## config.mk

```make
export PLATFORM = sky130hd
export DESIGN_NAME = wb_ctrl
export DESIGN_NICKNAME = d
export VERILOG_FILES = /design/src/rtl/wb_ctrl_pkg.sv /design/src/rtl/wb_fifo.sv /design/src/rtl/wb_ctrl.sv
export SDC_FILE = /design/constraint.sdc
export NUM_CORES = 1
export LEC_CHECK = 0
export ABC_AREA = 1
export CAP_MARGIN = 10
export CORE_AREA = 3 3 108 162
export DETAILED_ROUTE_END_ITERATION = 16
export DIE_AREA = 0 0 111 165
export PLACE_DENSITY = 0.83
export SLEW_MARGIN = 15
export SYNTH_ARGS = -nofsm -noshare
export SYNTH_HDL_FRONTEND = slang
export SYNTH_HIERARCHICAL = 1
export SYNTH_SLANG_ARGS = --single-unit
```

## constraint.sdc

```tcl
create_clock -name clk -period 2.7 [get_ports clk]
set_clock_uncertainty 0.05 [all_clocks]
set_input_delay 0.27 -clock clk [delete_from_list [all_inputs] [get_ports clk]]
set_output_delay 0.27 -clock clk [all_outputs]
set_load 0.03 [all_outputs]
```

## src/rtl/wb_ctrl_pkg.sv

```systemverilog
// Shared core constants and the writeback entry format used by wb_ctrl and its LSU buffer.
package wb_ctrl_pkg;

    localparam int XLEN       = 32;
    localparam int REG_ADDR_W = 5;
    localparam int NUM_REGS   = 1 << REG_ADDR_W;

    // One buffered LSU result: destination register and load data.
    typedef struct packed {
        logic [REG_ADDR_W-1:0] rd;
        logic [XLEN-1:0]       data;
    } wb_entry_t;

    // One-hot scoreboard bit for a register; x0 never maps to a bit.
    function automatic logic [NUM_REGS-1:0] reg_onehot(input logic [REG_ADDR_W-1:0] r);
        reg_onehot = '0;
        if (r != '0) begin
            reg_onehot[r] = 1'b1;
        end
    endfunction

endpackage

```

## src/rtl/wb_fifo.sv

```systemverilog
// Synchronous FIFO buffering LSU results until the write port is free.
// DEPTH must be a power of two so the pointers wrap by plain overflow.
module wb_fifo
    import wb_ctrl_pkg::*;
#(
    parameter int DATA_W = REG_ADDR_W + XLEN,
    parameter int DEPTH  = 2
) (
    input  logic                     clk,
    input  logic                     rst,
    input  logic                     push_i,
    input  logic [DATA_W-1:0]        din_i,
    input  logic                     pop_i,
    output logic [DATA_W-1:0]        dout_o,
    output logic [$clog2(DEPTH):0]   count_o
);

    localparam int PTR_W = $clog2(DEPTH);
    localparam int CNT_W = PTR_W + 1;

    logic [PTR_W-1:0]  wr_ptr_q, wr_ptr_d;
    logic [PTR_W-1:0]  rd_ptr_q, rd_ptr_d;
    logic [CNT_W-1:0]  count_q, count_d;
    logic [DATA_W-1:0] mem_q [DEPTH];

    // Pointer and occupancy next-state; push+pop together leaves count unchanged.
    always_comb begin
        wr_ptr_d = wr_ptr_q;
        rd_ptr_d = rd_ptr_q;
        count_d  = count_q;
        if (push_i) begin
            wr_ptr_d = wr_ptr_q + PTR_W'(1);
        end
        if (pop_i) begin
            rd_ptr_d = rd_ptr_q + PTR_W'(1);
        end
        case ({push_i, pop_i})
            2'b10:   count_d = count_q + CNT_W'(1);
            2'b01:   count_d = count_q - CNT_W'(1);
            default: count_d = count_q;
        endcase
    end

    // Control state register; reset empties the buffer.
    always_ff @(posedge clk or posedge rst) begin
        if (rst) begin
            wr_ptr_q <= '0;
            rd_ptr_q <= '0;
            count_q  <= '0;
        end else begin
            wr_ptr_q <= wr_ptr_d;
            rd_ptr_q <= rd_ptr_d;
            count_q  <= count_d;
        end
    end

    // Entry storage; contents are only meaningful below count, so no reset.
    always_ff @(posedge clk) begin
        if (push_i) begin
            mem_q[wr_ptr_q] <= din_i;
        end
    end

    assign dout_o  = mem_q[rd_ptr_q];
    assign count_o = count_q;

endmodule

```

## src/rtl/wb_ctrl.sv

```systemverilog
// Writeback controller: arbitrates the ALU result and buffered LSU results onto a
// single registered register-file write port, and keeps the load scoreboard.
module wb_ctrl
    import wb_ctrl_pkg::*;
#(
    parameter int FIFO_DEPTH = 2
) (
    input  logic                  clk,
    input  logic                  rst,
    input  logic                  alu_valid,
    input  logic [REG_ADDR_W-1:0] alu_rd,
    input  logic [XLEN-1:0]       alu_data,
    input  logic                  lsu_valid,
    output logic                  lsu_ready,
    input  logic [REG_ADDR_W-1:0] lsu_rd,
    input  logic [XLEN-1:0]       lsu_data,
    input  logic                  issue_valid,
    input  logic [REG_ADDR_W-1:0] issue_rd,
    input  logic [REG_ADDR_W-1:0] issue_rs1,
    input  logic [REG_ADDR_W-1:0] issue_rs2,
    output logic                  stall,
    output logic [NUM_REGS-1:0]   busy_mask,
    output logic                  wr_en,
    output logic [REG_ADDR_W-1:0] rd,
    output logic [XLEN-1:0]       rd_data
);

    localparam int CNT_W = $clog2(FIFO_DEPTH) + 1;

    wb_entry_t             push_ent;
    wb_entry_t             head;
    logic [CNT_W-1:0]      count;
    logic                  fifo_push;
    logic                  fifo_pop;
    logic                  alu_sel;
    logic                  issue_accept;

    logic                  wr_en_q, wr_en_d;
    logic [REG_ADDR_W-1:0] rd_q, rd_d;
    logic [XLEN-1:0]       rd_data_q, rd_data_d;
    logic [NUM_REGS-1:0]   busy_q, busy_d;

    // Readiness looks only at the registered count; a pop this cycle frees space next cycle.
    assign lsu_ready    = !rst && (count < CNT_W'(FIFO_DEPTH));
    assign push_ent     = '{rd: lsu_rd, data: lsu_data};
    // x0 loads are acknowledged but never stored.
    assign fifo_push    = lsu_valid && lsu_ready && (lsu_rd != '0);
    // An x0 ALU result does not claim the port, so the buffer may drain that cycle.
    assign alu_sel      = alu_valid && (alu_rd != '0);
    assign fifo_pop     = !alu_sel && (count != '0);

    assign stall        = issue_valid && (busy_q[issue_rs1] || busy_q[issue_rs2] || busy_q[issue_rd]);
    assign issue_accept = issue_valid && !stall && (issue_rd != '0);

    wb_fifo #(
        .DATA_W ($bits(wb_entry_t)),
        .DEPTH  (FIFO_DEPTH)
    ) u_fifo (
        .clk     (clk),
        .rst     (rst),
        .push_i  (fifo_push),
        .din_i   (push_ent),
        .pop_i   (fifo_pop),
        .dout_o  (head),
        .count_o (count)
    );

    // Write-port selection and scoreboard update; a new issue overrides a same-cycle clear.
    always_comb begin
        wr_en_d   = 1'b0;
        rd_d      = rd_q;
        rd_data_d = rd_data_q;
        busy_d    = busy_q;
        if (alu_sel) begin
            wr_en_d   = 1'b1;
            rd_d      = alu_rd;
            rd_data_d = alu_data;
        end else if (fifo_pop) begin
            wr_en_d   = 1'b1;
            rd_d      = head.rd;
            rd_data_d = head.data;
            busy_d    = busy_d & ~reg_onehot(head.rd);
        end
        if (issue_accept) begin
            busy_d = busy_d | reg_onehot(issue_rd);
        end
        busy_d[0] = 1'b0;
    end

    // Registered write port and scoreboard.
    always_ff @(posedge clk or posedge rst) begin
        if (rst) begin
            wr_en_q   <= 1'b0;
            rd_q      <= '0;
            rd_data_q <= '0;
            busy_q    <= '0;
        end else begin
            wr_en_q   <= wr_en_d;
            rd_q      <= rd_d;
            rd_data_q <= rd_data_d;
            busy_q    <= busy_d;
        end
    end

    assign wr_en     = wr_en_q;
    assign rd        = rd_q;
    assign rd_data   = rd_data_q;
    assign busy_mask = busy_q;

endmodule

```

# == Yosys cells after proc, flatten, opt, wreduce, memory -nomap -nowiden ==
# Memory sizes are Yosys's and may differ from the RTL's.
# Index checks and enable logic that the tools add are counted.
# W data, S select, Z words.
# totals
ff_bits,73
ramBits,74
wordCells,73
mem_count,1
# memory_table
name,depth,word_bits,rd,rd_ports_with_merged_regs,wr,line,rtl
u_fifo.mem_q,2,37,1,0,1,wb_fifo.sv:24,logic [DATA_W-1:0] mem_q [DEPTH];
# classes
addsub,4
magnitude_cmp,7
eq_ne,2
n_mux,27
bitwise_logic,3
reduce_logical,22
# op_table
operator,count
$mux W32,10
$and A32 B32 Y32,1
$not A32 Y32,1
$or A32 B32 Y32,1
$lt A5 B6 Y1 const B,4
$reduce_bool A5 Y1,4
$bmux W1 S5,3
$demux W1 S5,2
$ge A5 B1 Y1 const B,2
$logic_and A1 B1 Y1,10
$mux W5,2
$mux W1,9
$reduce_bool A2 Y1,3
$pmux W2 S2,1
$logic_not A1 Y1,3
$add A1 B1 Y1 const B,2
$add A2 B1 Y2 const B,1
$eq A2 B1 Y1 const B,1
$eq A2 B2 Y1 const B,1
$logic_or A1 B1 Y1,2
$lt A2 B2 Y1 const B,1
$sub A2 B1 Y2 const B,1

# == Longest topological paths before layout ==
# Gate-level depths: netlist of run 1.
# An unclocked memory read counts as a cell.
# depth
word_depth,14
depth_mapped,14

# == Modules after synthesis ==
# Netlist of run 1, hierarchy kept.
# modules_own_cells
mod,instances,cells_each,area_per_inst_um2,seq_area_each_um2
wb_ctrl,1,648,4423.0,1726.7
wb_fifo,1,216,2955.3,2322.2

# == Worst setup path before layout of run 1 ==
# OpenSTA, ideal clock, no wires.
# synth_timing
path_kind,register to register
start,"register u_fifo.count_q[1], in the netlist u_fifo/count_o[1]"
end,"memory u_fifo/mem_q[0][0] in the netlist's numbering, enable pin"
setup_time_ps,432
arrival_time_ps,2841
t_required_ps,2218
slack_ps,-623
stages_incl_launch_ff,6
synth_period_minus_slack_ps,3323
cell_sequence,dfrtp_1 -> nor2_1 -> o311ai_0 -> inv_1 -> inv_1 -> nor2_1
# synth_via
elab_chain_cells,6
# synth_rtl
element,line,rtl
start: declaration,wb_fifo.sv:23,"logic [CNT_W-1:0] count_q, count_d;"
start signal: assignment,wb_fifo.sv:53,count_q <= count_d;
$lt A2 B2 Y1,wb_ctrl.sv:44,assign lsu_ready = !rst && (count < CNT_W'(FIFO_DEPTH));
$logic_and A1 B1 Y1,wb_ctrl.sv:44,
net lsu_ready,wb_ctrl.sv:14,"output logic lsu_ready,"
$logic_and A1 B1 Y1 (2 in series),wb_ctrl.sv:47,assign fifo_push = lsu_valid && lsu_ready && (lsu_rd != '0);
net fifo_push,wb_ctrl.sv:33,logic fifo_push;
$mux W1,wb_fifo.sv:59,if (push_i) begin
$mux W1 (not written as such),wb_fifo.sv:60,mem_q[wr_ptr_q] <= din_i;
end: declaration,wb_fifo.sv:24,
# The timed path passes the listed nets, and every way through them passes these cells.

# == Final worst setup path of run 1 ==
# layout_timing
start,input issue_rd[0]
end,output stall
# layout_via
elab_chain_cells,4
# layout_rtl
element,line,rtl
start: declaration,wb_ctrl.sv:18,"input logic [REG_ADDR_W-1:0] issue_rd,"
$bmux W1 S5,wb_ctrl.sv:52,assign stall = issue_valid && (busy_q[issue_rs1] || busy_q[issue_rs2] || busy_q[issue_rd]);
$mux W1 (not written as such),wb_ctrl.sv:52,
$logic_or A1 B1 Y1,wb_ctrl.sv:52,
$logic_and A1 B1 Y1,wb_ctrl.sv:52,
end: declaration,wb_ctrl.sv:21,"output logic stall,"
# Every way passes these cells. The select of a mux whose other input is x is not followed.

==> run summary, run 1 <==
count of inserted antenna diode cells: 0
first drt pass iteration count: 5
vias in the first global route: 6744
via count: 6710
number of setup buffers added after CTS: 0
Pwr per Cell Area: 1015 nW/µm²
global-route wire length before repair: 33460 µm
total core area: 16190 µm²
die height: 165 µm
CTS hold repair buffers: 0
setup repair after global routing missed its margin: no
number of slew-limit violations in the final report: 0
Root Buffer Master: sky130_fd_sc_hd__clkbuf_16
largest net degree at the start of global routing: 66
Mapped Avg Cell Area: 8.540 µm²
maximum clock insertion buffer count: 2
number of synthesized register bits: 147
post-route fraction of the period consumed by the critical path: 0.9391
slew at the pin with the worst max-slew slack: 1.142 ns
total I/O pin count: 166
cell repeated most along the worst path: sky130_fd_sc_hd__nand2_1
Post-Route Utilization: 0.6003
H-tree depth: 4
detailed-route vias per instance: 5.403
final number of hold-violating endpoints: 0
clock tree from TritonCTS: yes
floorplan die width: 111 µm
share of layout cells above drive strength 1: 0.07143
Crit path buffers/inverters: 4
synth warn: 6
CP cell instances: clkdlybuf4s50_1 > nor2_2 > inv_2 > o22ai_1 > o21bai_1 > nand2_1 > inv_1 > nand2_1 > nor2_4 > a21boi_1 > buf_12
run status: finished, final reports clean
Final Non-Filler Cells: 1242
Leakage: 4.269 nW
total instance count after detailed placement: 1210
remaining antenna violation count after routing: 0
Tmin final: 2.536 ns
largest fanout on the critical path: 9
clock buffer count from CTS: 17
Clock Latency Late Sink: 0.41 ns
PostCTS Resize Cnt: 0
Final Net Count: 1118
half-perimeter wire length after placement: 15400 µm
port buffer count: 164
placer's final routability congestion estimate: 0.9280
minimum hold slack: 0.1514 ns
peak supply drop: 0.6619 mV
cell area after technology mapping: 7378 µm²
kind of cell adding the most delay to the critical path: buffers and inverters
Relative slew margins: 0.2366
clock sinks: 147
overall track demand over capacity in global routing: 0.2304
setup TNS after final layout: 0 ns
slowest stage cell on the critical path: sky130_fd_sc_hd__clkdlybuf4s50_1
mean routed wirelength per cell: 17.20 µm
top achievable clock speed: 394.4 MHz
full die area: 18320 µm²
Seq/Total Area, Yosys: 0.5488
count of mapped cells out of synthesis: 864
Overflow after GRT: 0
Cell Rows: 57
DRC violations left: 0
post-CTS clock slew at the launch and capture registers of the worst setup and hold paths: 0.06 ns
Critical Setup Path Class: primary input to output port
wire length reported by the detailed router: 21360 µm
Synth-to-Final Area Change: 31.71%
Hold/Removal Path Class: primary input to asynchronous set/reset pin
crit path launch type: primary input
number of max-cap violations: 0
final setup vio count: 0
initial core utilization: 0.4558
Arr. time, crit path: 2.22 ns
initial antenna violation count: 0
kind of end point of the critical path: output port
Cell variety after synth: 37
nets in the synthesized netlist: 959
DRT iter0 DRCs: 610
longest individual stage delay on the worst path: 0.51 ns
total power after layout: 9.866 mW
required time reported for the critical path endpoint: 2.38 ns
## layer usage
metal  wire [µm]  share of wire  GRT usage  vias up
met4         591          0.028    0.09580        0
met5           0              0          0        -
met1        7722           0.36     0.2539     3136
met3        1927          0.090    0.05242       49
li1            -              -          -     3149
met2       11120           0.52     0.4265      376
## layout make-up
| cell class | instances | area [µm²] |
|---|---|---|
| fillers | 1322 | 6471 |
| flip-flops and latches | 147 | 4050 |
| multi-input cells | 562 | 2596 |
| repair buffers | 180 | 1784 |
| inverters | 115 | 432.9 |
| clock buffers | 18 | 429.2 |
| well taps | 206 | 257.7 |
| clock inverters | 14 | 167.7 |
## logic make-up (layout without fill, tap and decap cells)
| family | after synthesis | count (layout) | synth area share |
|---|---|---|---|
| fa+ha+maj | 1 | 1 | 0.001696 |
| compound gates | 94 | 94 | 0.07377 |
| buf+inv | 155 | 327 | 0.1024 |
| flops | 147 | 147 | 0.5488 |
| other cells | 1 | 1 | 0.0005082 |
| xor+xnor | 3 | 3 | 0.003562 |
| simple gates | 463 | 463 | 0.2693 |
## Yosys cell counts (all sizes together)
| master | number | area share |
|---|---|---|
| nand2 | 272 | 0.14 |
| inv | 113 | 0.057 |
| nand3 | 97 | 0.066 |
| edfxtp | 74 | 0.30 |
| dfrtp | 73 | 0.25 |
| o21ai | 66 | 0.045 |
| nor2 | 52 | 0.030 |
| buf | 34 | 0.041 |
| nand4 | 33 | 0.028 |
| nor3 | 8 | 0.0054 |
| a21oi | 6 | 0.0041 |
| clkbuf | 6 | 0.0031 |
| a22oi | 5 | 0.0051 |
| o211ai | 5 | 0.0051 |
| o31ai | 4 | 0.0041 |
| o22ai | 3 | 0.0044 |
| clkinv | 2 | 0.0012 |
| xor2 | 2 | 0.0024 |
| a21boi | 1 | 0.0010 |
| a221o | 1 | 0.0014 |
| conb | 1 | 0.00051 |
| ha | 1 | 0.0017 |
| o21bai | 1 | 0.0010 |
| o311ai | 1 | 0.0012 |
| o41ai | 1 | 0.0012 |
| or3 | 1 | 0.00085 |
| xnor2 | 1 | 0.0012 |
## final timing paths
| check | startpoint | to | slack, ns | depth (start not counted) |
|---|---|---|---|---|
| worst max-delay path | issue_rd[0] | stall | 0.16 | 11 |
| worst min-delay path | rst | u_fifo/wr_ptr_q | 0.15 | 3 |
| worst max register to register | u_fifo/count_o[1] | u_fifo/mem_q[0][25] | 0.46 | 5 |
| worst min register to register | rd_data[25] | rd_data[25] | 0.43 | 2 |
| max in group asynchronous | rst | busy_mask[1] | 1.48 | 4 |
| min in group clk | alu_data[14] | rd_data[14] | 0.36 | 3 |
## flip-flops by register name (all words and copies together), names as in the netlist
register	flops
u_fifo/mem_q	74
rd_data	32
busy_mask	31
rd	5
u_fifo/count_o	2
u_fifo/rd_ptr_q	1
u_fifo/wr_ptr_q	1
wr_en	1
## report_power, final
group / switching, mW / leakage (nW) / internal [mW]
clock network: 0.980 / 0.286 / 1.39
registers: 0.495 / 1.58 / 2.94
logic: 2.60 / 2.40 / 1.46
## tightest hold or removal path: stages
cell and delay, ns:
sky130_fd_sc_hd__clkdlybuf4s50_1 0.42, sky130_fd_sc_hd__buf_4 0.14, sky130_fd_sc_hd__inv_1 0.14
## metrics by stage
stage          area [µm²]  worst slack (ns)
2_1_floorplan        7386            0.2567
3_3_place_gp         9121            0.1579
3_5_place_dp         9121           0.07353
4_1_cts              9718            0.1588
5_1_grt              9718           0.03931
6_report             9718            0.1645
## placed cells by master, fill, tap and decap left out, types with 6 or more instances in the layout
master / synthesis / routed
sky130_fd_sc_hd__o21ai_0: 50 / 50
sky130_fd_sc_hd__dfrtp_1: 73 / 72
sky130_fd_sc_hd__nand3_1: 97 / 97
sky130_fd_sc_hd__clkbuf_16: 0 / 17
sky130_fd_sc_hd__o21ai_1: 15 / 15
sky130_fd_sc_hd__nand4_1: 33 / 33
sky130_fd_sc_hd__clkdlybuf4s50_1: 0 / 163
sky130_fd_sc_hd__a21oi_1: 6 / 6
sky130_fd_sc_hd__inv_1: 104 / 103
sky130_fd_sc_hd__nor2_1: 47 / 44
sky130_fd_sc_hd__inv_2: 9 / 10
sky130_fd_sc_hd__nor3_1: 8 / 8
sky130_fd_sc_hd__nand2_1: 268 / 268
sky130_fd_sc_hd__edfxtp_1: 74 / 74
sky130_fd_sc_hd__buf_4: 7 / 15
(Power assumes the default switching activity.)
==> run 2: changes to the inputs <==
--- a/config.mk
+++ b/config.mk
@@ -11,6 +11,7 @@
 export DETAILED_ROUTE_END_ITERATION = 16
 export DIE_AREA = 0 0 111 165
 export PLACE_DENSITY = 0.83
+export RECOVER_POWER = 50
 export SLEW_MARGIN = 15
 export SYNTH_ARGS = -nofsm -noshare
 export SYNTH_HDL_FRONTEND = slang
==> run summary, run 2 (synthesized netlist as in run 1, its figures left out) <==
placer's final routability congestion estimate: 0.9280 (unchanged)
remaining antenna violation count after routing: 0 (unchanged)
vias in the first global route: 6744 (unchanged)
largest fanout on the critical path: 9 (unchanged)
floorplan die width: 111 µm (unchanged)
slew at the pin with the worst max-slew slack: 1.442 ns (+0.3002 ns)
wire length reported by the detailed router: 21350 µm (about the same)
post-route fraction of the period consumed by the critical path: 0.9448 (+0.005739)
Clock Latency Late Sink: 0.41 ns (about the same)
Critical Setup Path Class: primary input to output port
global-route wire length before repair: 33460 µm (unchanged)
Pwr per Cell Area: 1015 nW/µm² (about the same)
via count: 6686 (-0.36%)
Synth-to-Final Area Change: 31.32%
switching power total: 4.066 mW (-0.21%)
number of max-cap violations: 0 (unchanged)
die height: 165 µm (unchanged)
half-perimeter wire length after placement: 15400 µm (unchanged)
combinational power share: 0.409 (-0.002)
Overflow after GRT: 0 (unchanged)
setup slack of the critical path after layout: 0.1490 ns (-0.01550 ns)
initial core utilization: 0.4558 (unchanged)
count of inserted antenna diode cells: 0 (unchanged)
sequential power share: 0.350 (about the same)
proportion of power drawn by the clock network: 0.241 (about the same)
H-tree depth: 4 (unchanged)
largest net degree at the start of global routing: 66 (unchanged)
Reg with most FFs: u_fifo/mem_q
mean routed wirelength per cell: 17.19 µm (about the same)
flip-flop count of the largest register, all copies and words added: 74 (unchanged)
dpl ws: 0.07353 ns (unchanged)
Leakage: 4.267 nW (about the same)
setup repair after global routing missed its margin: no
clock buffer count from CTS: 17 (unchanged)
final setup vio count: 0 (unchanged)
final number of hold-violating endpoints: 0 (unchanged)
top achievable clock speed: 392.0 MHz (-0.61%)
full die area: 18320 µm² (unchanged)
leading cell types in the layout, fill and taps excluded: sky130_fd_sc_hd__nand2_1, sky130_fd_sc_hd__clkdlybuf4s50_1, sky130_fd_sc_hd__inv_1
overall track demand over capacity in global routing: 0.2304 (unchanged)
share of layout cells above drive strength 1: 0.06853 (-0.002896)
number of setup buffers added after CTS: 0 (unchanged)
DRT iter0 DRCs: 635 (+4.1%)
Relative slew margins: 0.03729 (-0.1994)
PostCTS Resize Cnt: 0 (unchanged)
Tmin final: 2.551 ns (+0.01550 ns)
post-CTS clock slew at the launch and capture registers of the worst setup and hold paths: 0.06 ns (about the same)
total core area: 16190 µm² (unchanged)
clock sinks: 147 (unchanged)
run status: finished, final reports clean
Root Buffer Master: sky130_fd_sc_hd__clkbuf_16
maximum clock insertion buffer count: 2 (unchanged)
cell-internal power: 5.767 mW (-0.42%)
Hold/Removal Path Class: primary input to asynchronous set/reset pin
number of slew-limit violations in the final report: 0 (unchanged)
setup TNS after final layout: 0 ns (unchanged)
kind of end point of the critical path: output port
crit path launch type: primary input
Cell Rows: 57 (unchanged)
most common library cell in the layout ignoring fill and taps: sky130_fd_sc_hd__nand2_1
first drt pass iteration count: 5 (unchanged)
switching share of power: 0.4135 (+0.0005233)
peak supply drop: 0.6624 mV (about the same)
detailed-route vias per instance: 5.383 (-0.36%)
initial antenna violation count: 0 (unchanged)
required time reported for the critical path endpoint: 2.38 ns (about the same)
DRC violations left: 0 (unchanged)
Arr. time, crit path: 2.23 ns (about the same)
port buffer count: 164 (unchanged)
total I/O pin count: 166 (unchanged)
clock tree from TritonCTS: yes
CTS hold repair buffers: 0 (unchanged)
Final Net Count: 1118 (unchanged)
-- run 2: per-stage QoR --
step                cell area [µm²]  power [mW]    util  cells  hold slack (ns)
detailed placement             9121       7.485  0.5634   1210           0.4232
floorplan                      7386       5.859       -    864         -0.01392
global route                   9689       10.32  0.5985   1242           0.3028
finish                         9689       9.833  0.5985   1242           0.2807
CTS                            9718       9.876  0.6003   1242           0.1514
global placement               9121       7.380  0.5634   1210           0.4221
-- run 2: metal layers --
layer	GRT usage	vias up	share of wire
met1	0.2539	3114	0.35
met3	0.05242	49	0.094
li1	-	3153	-
met2	0.4265	370	0.52
met4	0.09580	0	0.027
met5	0	-	0
-- run 2: critical path, stage by stage --
cell	delay, ns
sky130_fd_sc_hd__clkdlybuf4s50_1	0.53
sky130_fd_sc_hd__nor2_2	0.33
sky130_fd_sc_hd__inv_2	0.18
sky130_fd_sc_hd__o22ai_1	0.16
sky130_fd_sc_hd__o21bai_1	0.10
sky130_fd_sc_hd__nand2_1	0.07
sky130_fd_sc_hd__inv_1	0.04
sky130_fd_sc_hd__nand2_1	0.09
sky130_fd_sc_hd__nor2_4	0.05
sky130_fd_sc_hd__a21boi_1	0.25
sky130_fd_sc_hd__buf_12	0.16
-- run 2: area by class of cell --
cell class	count	area [µm²]
fill	1329	6500
sequential	147	4050
multi-input combinational	562	2589
timing repair buffer	180	1763
inverter	115	432.9
clock buffer	18	429.2
tap	206	257.7
clock inverter	14	167.7
-- run 2: power groups by stage --
stage | Combinational (mW) | Sequential, mW | Clock (mW)
floorplan | 1.72 | 4.13 | 0
global placement | 3.93 | 3.45 | 0
detailed placement | 4.02 | 3.46 | 0
CTS | 4.06 | 3.43 | 2.39
global route | 4.34 | 3.50 | 2.48
finish | 4.03 | 3.44 | 2.37
-- run 2: path summary, 6_finish.rpt --
| kind | startpoint | to | slack, ns | depth (start not counted) |
|---|---|---|---|---|
| max in group asynchronous | rst | busy_mask[17] | 0.45 | 4 |
| min in group clk | alu_data[14] | rd_data[14] | 0.36 | 3 |
| max | issue_rd[1] | stall | 0.15 | 11 |
| min reg2reg | rd_data[25] | rd_data[25] | 0.43 | 2 |
| min | rst | u_fifo/wr_ptr_q | 0.28 | 3 |
| max reg2reg | u_fifo/count_o[1] | u_fifo/mem_q[0][25] | 0.46 | 5 |
==> run 3: changes to the inputs <==
--- a/config.mk
+++ b/config.mk
@@ -12,7 +12,6 @@
 export DIE_AREA = 0 0 111 165
 export PLACE_DENSITY = 0.83
 export RECOVER_POWER = 50
-export SLEW_MARGIN = 15
 export SYNTH_ARGS = -nofsm -noshare
 export SYNTH_HDL_FRONTEND = slang
 export SYNTH_HIERARCHICAL = 1
==> results of run 3 <==
Same layout as run 2: the final DEF is identical, and so are final timing and power.
==> RTL change 1: new RTL, flow settings as in run 1 <==
Take the reset off `rd_q` and `rd_data_q` and load them in a clocked block of their own.
--- a/src/rtl/wb_ctrl.sv
+++ b/src/rtl/wb_ctrl.sv
@@ -92,13 +92,14 @@
         if (rst) begin
             wr_en_q   <= 1'b0;
-            rd_q      <= '0;
-            rd_data_q <= '0;
             busy_q    <= '0;
         end else begin
             wr_en_q   <= wr_en_d;
-            rd_q      <= rd_d;
-            rd_data_q <= rd_data_d;
             busy_q    <= busy_d;
         end
+    end
+
+    always_ff @(posedge clk) begin
+        rd_q      <= rd_d;
+        rd_data_q <= rd_data_d;
     end
 
Function: changed (Yosys sat finds a counterexample within 4 cycles, from zero or initial values and one cycle with rst high).
==> RTL change 1 against run 1 <==
First-iteration DRC count shrank 8.2%; sequential cell count is the same; sequential share of layout area increased by 1.8 points; sequential power rose by 2%; synthesized area fell by 0.29%; synthesized cell count is 3.9% lower; critical path depth up 1; global-route usage is 1.7 points lower; maximum frequency rose by 2.9%; wire length shrank 7.8%; cell area increased by 0.15%; combinational power shrank 5.7%; power is 1.1% lower; setup slack better by 0.072 ns; critical path type unchanged; largest cell class unchanged; largest power group unchanged.
==> RTL change 1: results (changes against run 1) <==
placement:
  dpl.cell_count: 1185  # -2.1%
  placed_area_mm2: 0.00913  # about the same
  place_ws_ns: 0.146  # +0.0725 ns
  gp_congestion: 0.930  # +0.17%
  port_buffers: 164  # unchanged
  place_hpwl_mm: 14.3  # -7.1%
route:
  vias: 6330  # -5.7%
  drt_pass1_iterations: 6  # +1
  wire_per_inst_um: 16.2  # -5.9%
  first_iter_violations: 560  # -8.2%
hold_path:
  hold_class: "in2async"
layout:
  final_cells: 1217  # -2.0%
  largest_register_ffs: 74  # unchanged
  nets: 1093  # -2.2%
  drive_gt1_share_pct: 7.42  # +0.28 points
synth:
  ys_top_cells_by_count: "nand2_1 (267), edfxtp_1 (111), inv_1 (107)"
  yosys-top-cells-area: "edfxtp_1 (45%), nand2_1 (14%), dfrtp_1 (12%)"
  syn_avg_cell_area_um2: 8.86  # +3.8%
  synth_fp_nets: 925  # -3.5%
  synthArstFlopShare_pct: 24.5  # -25 points
  synth_seq_area_share_pct: 57.6  # +2.7 points
  ys_types: 36  # -2.7%
  synth-edff-count: 111  # +50%
  synth_top_area_share_pct: 45.3  # +15 points
  yosysWarnings: 6  # unchanged
clocking:
  clkTransAtPathRegs_ns: 0.06  # about the same
  clock_latency_ns: 0.41  # about the same
global_routing:
  grt_max_degree: 47  # -29%
  grt_pass1_wl_mm: 31.0  # -7.4%
  grt_antenna_before_repair: 0  # unchanged
  grt_pass1_vias: 6374  # -5.5%
  grtUsageTotal_pct: 21.3  # -1.7 points
power_and_ir_drop:
  p_leak_nw: 4.27  # about the same
  peakVddDrop_mv: 0.633  # -4.4%
critical_path:
  crit_fanout: 16  # +7
  arrival_ns: 2.14  # -0.08 ns
outcome:
  status: "finished, final reports clean"
timing:
  max_slew.worst_pin.slew_ns: 1.07  # -0.0703 ns
RTL change 1: cell families after synthesis:
logic type,Yosys count,share of synthesized area [%]
AO/OA/AOI/OAI,92,6.84
XOR/XNOR,3,0.357
adder cells (fa/ha/maj),1,0.170
buffers and inverters,154,10.1
flip-flops,147,57.6
other,1,0.0510
AND/OR/NAND/NOR,432,24.9
RTL change 1: critical path, stage by stage:
cell	delay, ns
clkdlybuf4s50_1	0.60
nand2_2	0.27
nor2_1	0.18
a21oi_1	0.06
nand2_1	0.07
nand2_1	0.05
nand2_1	0.07
inv_1	0.05
nand2_1	0.09
nor2_4	0.04
a21boi_1	0.19
buf_4	0.20
RTL change 1: worst paths after layout:
path | to | startpoint | slack (ns) | depth (start not counted)
min reg2reg | u_fifo/count_o[0]$_DFFE_PP0P_ | u_fifo/count_o[0]$_DFFE_PP0P_ | 0.47 | 1
min | u_fifo/count_o[0]$_DFFE_PP0P_ | rst | 0.05 | 2
max in group asynchronous | busy_mask[10]$_DFF_PP0_ | rst | 2.03 | 3
max reg2reg | u_fifo/mem_q[0][4]$_DFFE_PP_ | u_fifo/count_o[1]$_DFFE_PP0P_ | 0.54 | 5
min in group clk | u_fifo/mem_q[0][22]$_DFFE_PP_ | lsu_data[22] | 0.38 | 1
max | stall | issue_rd[1] | 0.24 | 12
RTL change 1: report_power, final:
part	switching (mW)	internal [mW]	total, mW
registers	0.399	3.11	3.51
clock network	0.948	1.48	2.43
logic	2.44	1.39	3.83
RTL change 1: layout make-up:
cell class              count  area [um2]
inverters                 118         444
clock buffers              19         433
flip-flops and latches    147        4240
multi-input cells         529        2390
repair buffers            185        1800
fillers                  1326        6460
well taps                 206         258
clock inverters            13         174
RTL change 1: per-layer routing:
| layer | track usage (%) | routed length (um) |
|---|---|---|
| met5 | 0 | 0 |
| met4 | 10.3 | 626 |
| met3 | 4.99 | 1380 |
| met2 | 39.5 | 10500 |
| met1 | 22.9 | 7190 |
==> RTL change 2: new RTL, config.mk and constraints of run 1 <==
Without the edit above. `XLEN`: 32 -> 16.
--- a/src/rtl/wb_ctrl_pkg.sv
+++ b/src/rtl/wb_ctrl_pkg.sv
@@ -2,5 +2,5 @@
 package wb_ctrl_pkg;
 
-    localparam int XLEN       = 32;
+    localparam int XLEN       = 16;
     localparam int REG_ADDR_W = 5;
     localparam int NUM_REGS   = 1 << REG_ADDR_W;
Interface: changed (resized alu_data, lsu_data and rd_data); port bits go from 166 to 118. No check against the original RTL was run, so the function may have changed too.
==> RTL change 2 against run 1 <==
Sequential cell count fell by 48; critical path type unchanged; cell area fell by 26%; synthesized area fell by 24%; setup slack got worse by 0.091 ns; count of clock-buffer cells in the layout fell by 9; sequential share of layout area fell by 4.2 points; sequential power fell by 29%; power fell by 29%; critical path depth did not move; wire length fell by 25%; non-clock buffer count fell by 46; combinational power fell by 18%.
==> RTL change 2: results (changes against run 1) <==
outcome:
  status: "finished, final reports clean"
layout:
  final_cells: 1027  # -17%
  n_all_inverters: 100  # -13%
  numSequentialCells: 99  # -33%
  bufAreaShareNonClock_pct: 18.4  # +0.035 points
  largest_register_ffs: 42  # -43%
  multi_input_area_share_pct: 31.3  # +4.6 points
  multi_input_cells: 472  # -16%
  signal_buffers: 134  # -26%
  nets: 879  # -21%
  drive_gt1_share_pct: 9.26  # +2.1 points
  seq_area_share_pct: 37.5  # -4.2 points
synth:
  yosys-top-cells-area: "dfrtp_1 (25%), edfxtp_1 (23%), nand2_1 (14%)"
  synthArstFlopShare_pct: 57.6  # +7.9 points
  ys_top_cells_by_count: "nand2_1 (210), inv_1 (92), nand3_1 (77)"
  synth_fp_nets: 766  # -20%
  yosys_most_used_dff: "dfrtp_1"
route:
  drt_pass1_iterations: 6  # +1
  first_iter_violations: 383  # -37%
  wl_met1_mm: 5.98  # -23%
timing:
  max_freq_mhz: 381  # -3.4%
  max_slew.worst_pin.slew_ns: 0.861  # -0.282 ns
critical_path:
  arrival_ns: 2.31  # +0.09 ns
  rrSetupSlack_ns: 0.73  # +0.27 ns
power_and_ir_drop:
  p_leak_nw: 3.22  # -25%
  p_int_mw: 3.88  # -33%
  power-per-cell-area_mw_per_mm2: 980  # -3.5%
  peakVddDrop_mv: 0.566  # -15%
global_routing:
  grt.met1_usage_pct: 19.7  # -5.7 points
  grt_use_met2_pct: 32.4  # -10 points
  grt_pass1_wl_mm: 26.1  # -22%
placement:
  gp_congestion: 1.00  # +7.8%
RTL change 2: cell families after synthesis:
kind of cell | after synthesis | share of synthesized area (%)
other | 1 | 0.0670
flip-flops | 99 | 48.0
AO/OA/AOI/OAI | 78 | 9.10
AND/OR/NAND/NOR | 389 | 30.0
XOR/XNOR | 3 | 0.470
adder cells (fa/ha/maj) | 1 | 0.224
buffers and inverters | 132 | 12.1
RTL change 2: final timing paths:
path / from / to / cells after the start
hold / removal: rst / u_fifo/count_o[1]$_DFFE_PP0P_ / 2
setup reg to reg: busy_mask[3]$_DFF_PP0_ / busy_mask[28]$_DFF_PP0_ / 12
setup / recovery: issue_rd[1] / stall / 11
min in group clk: rd_data[5]$_DFFE_PP0P_ / rd_data[5]$_DFFE_PP0P_ / 2
max in group asynchronous: rst / busy_mask[28]$_DFF_PP0_ / 3
hold reg to reg: rd_data[5]$_DFFE_PP0P_ / rd_data[5]$_DFFE_PP0P_ / 2
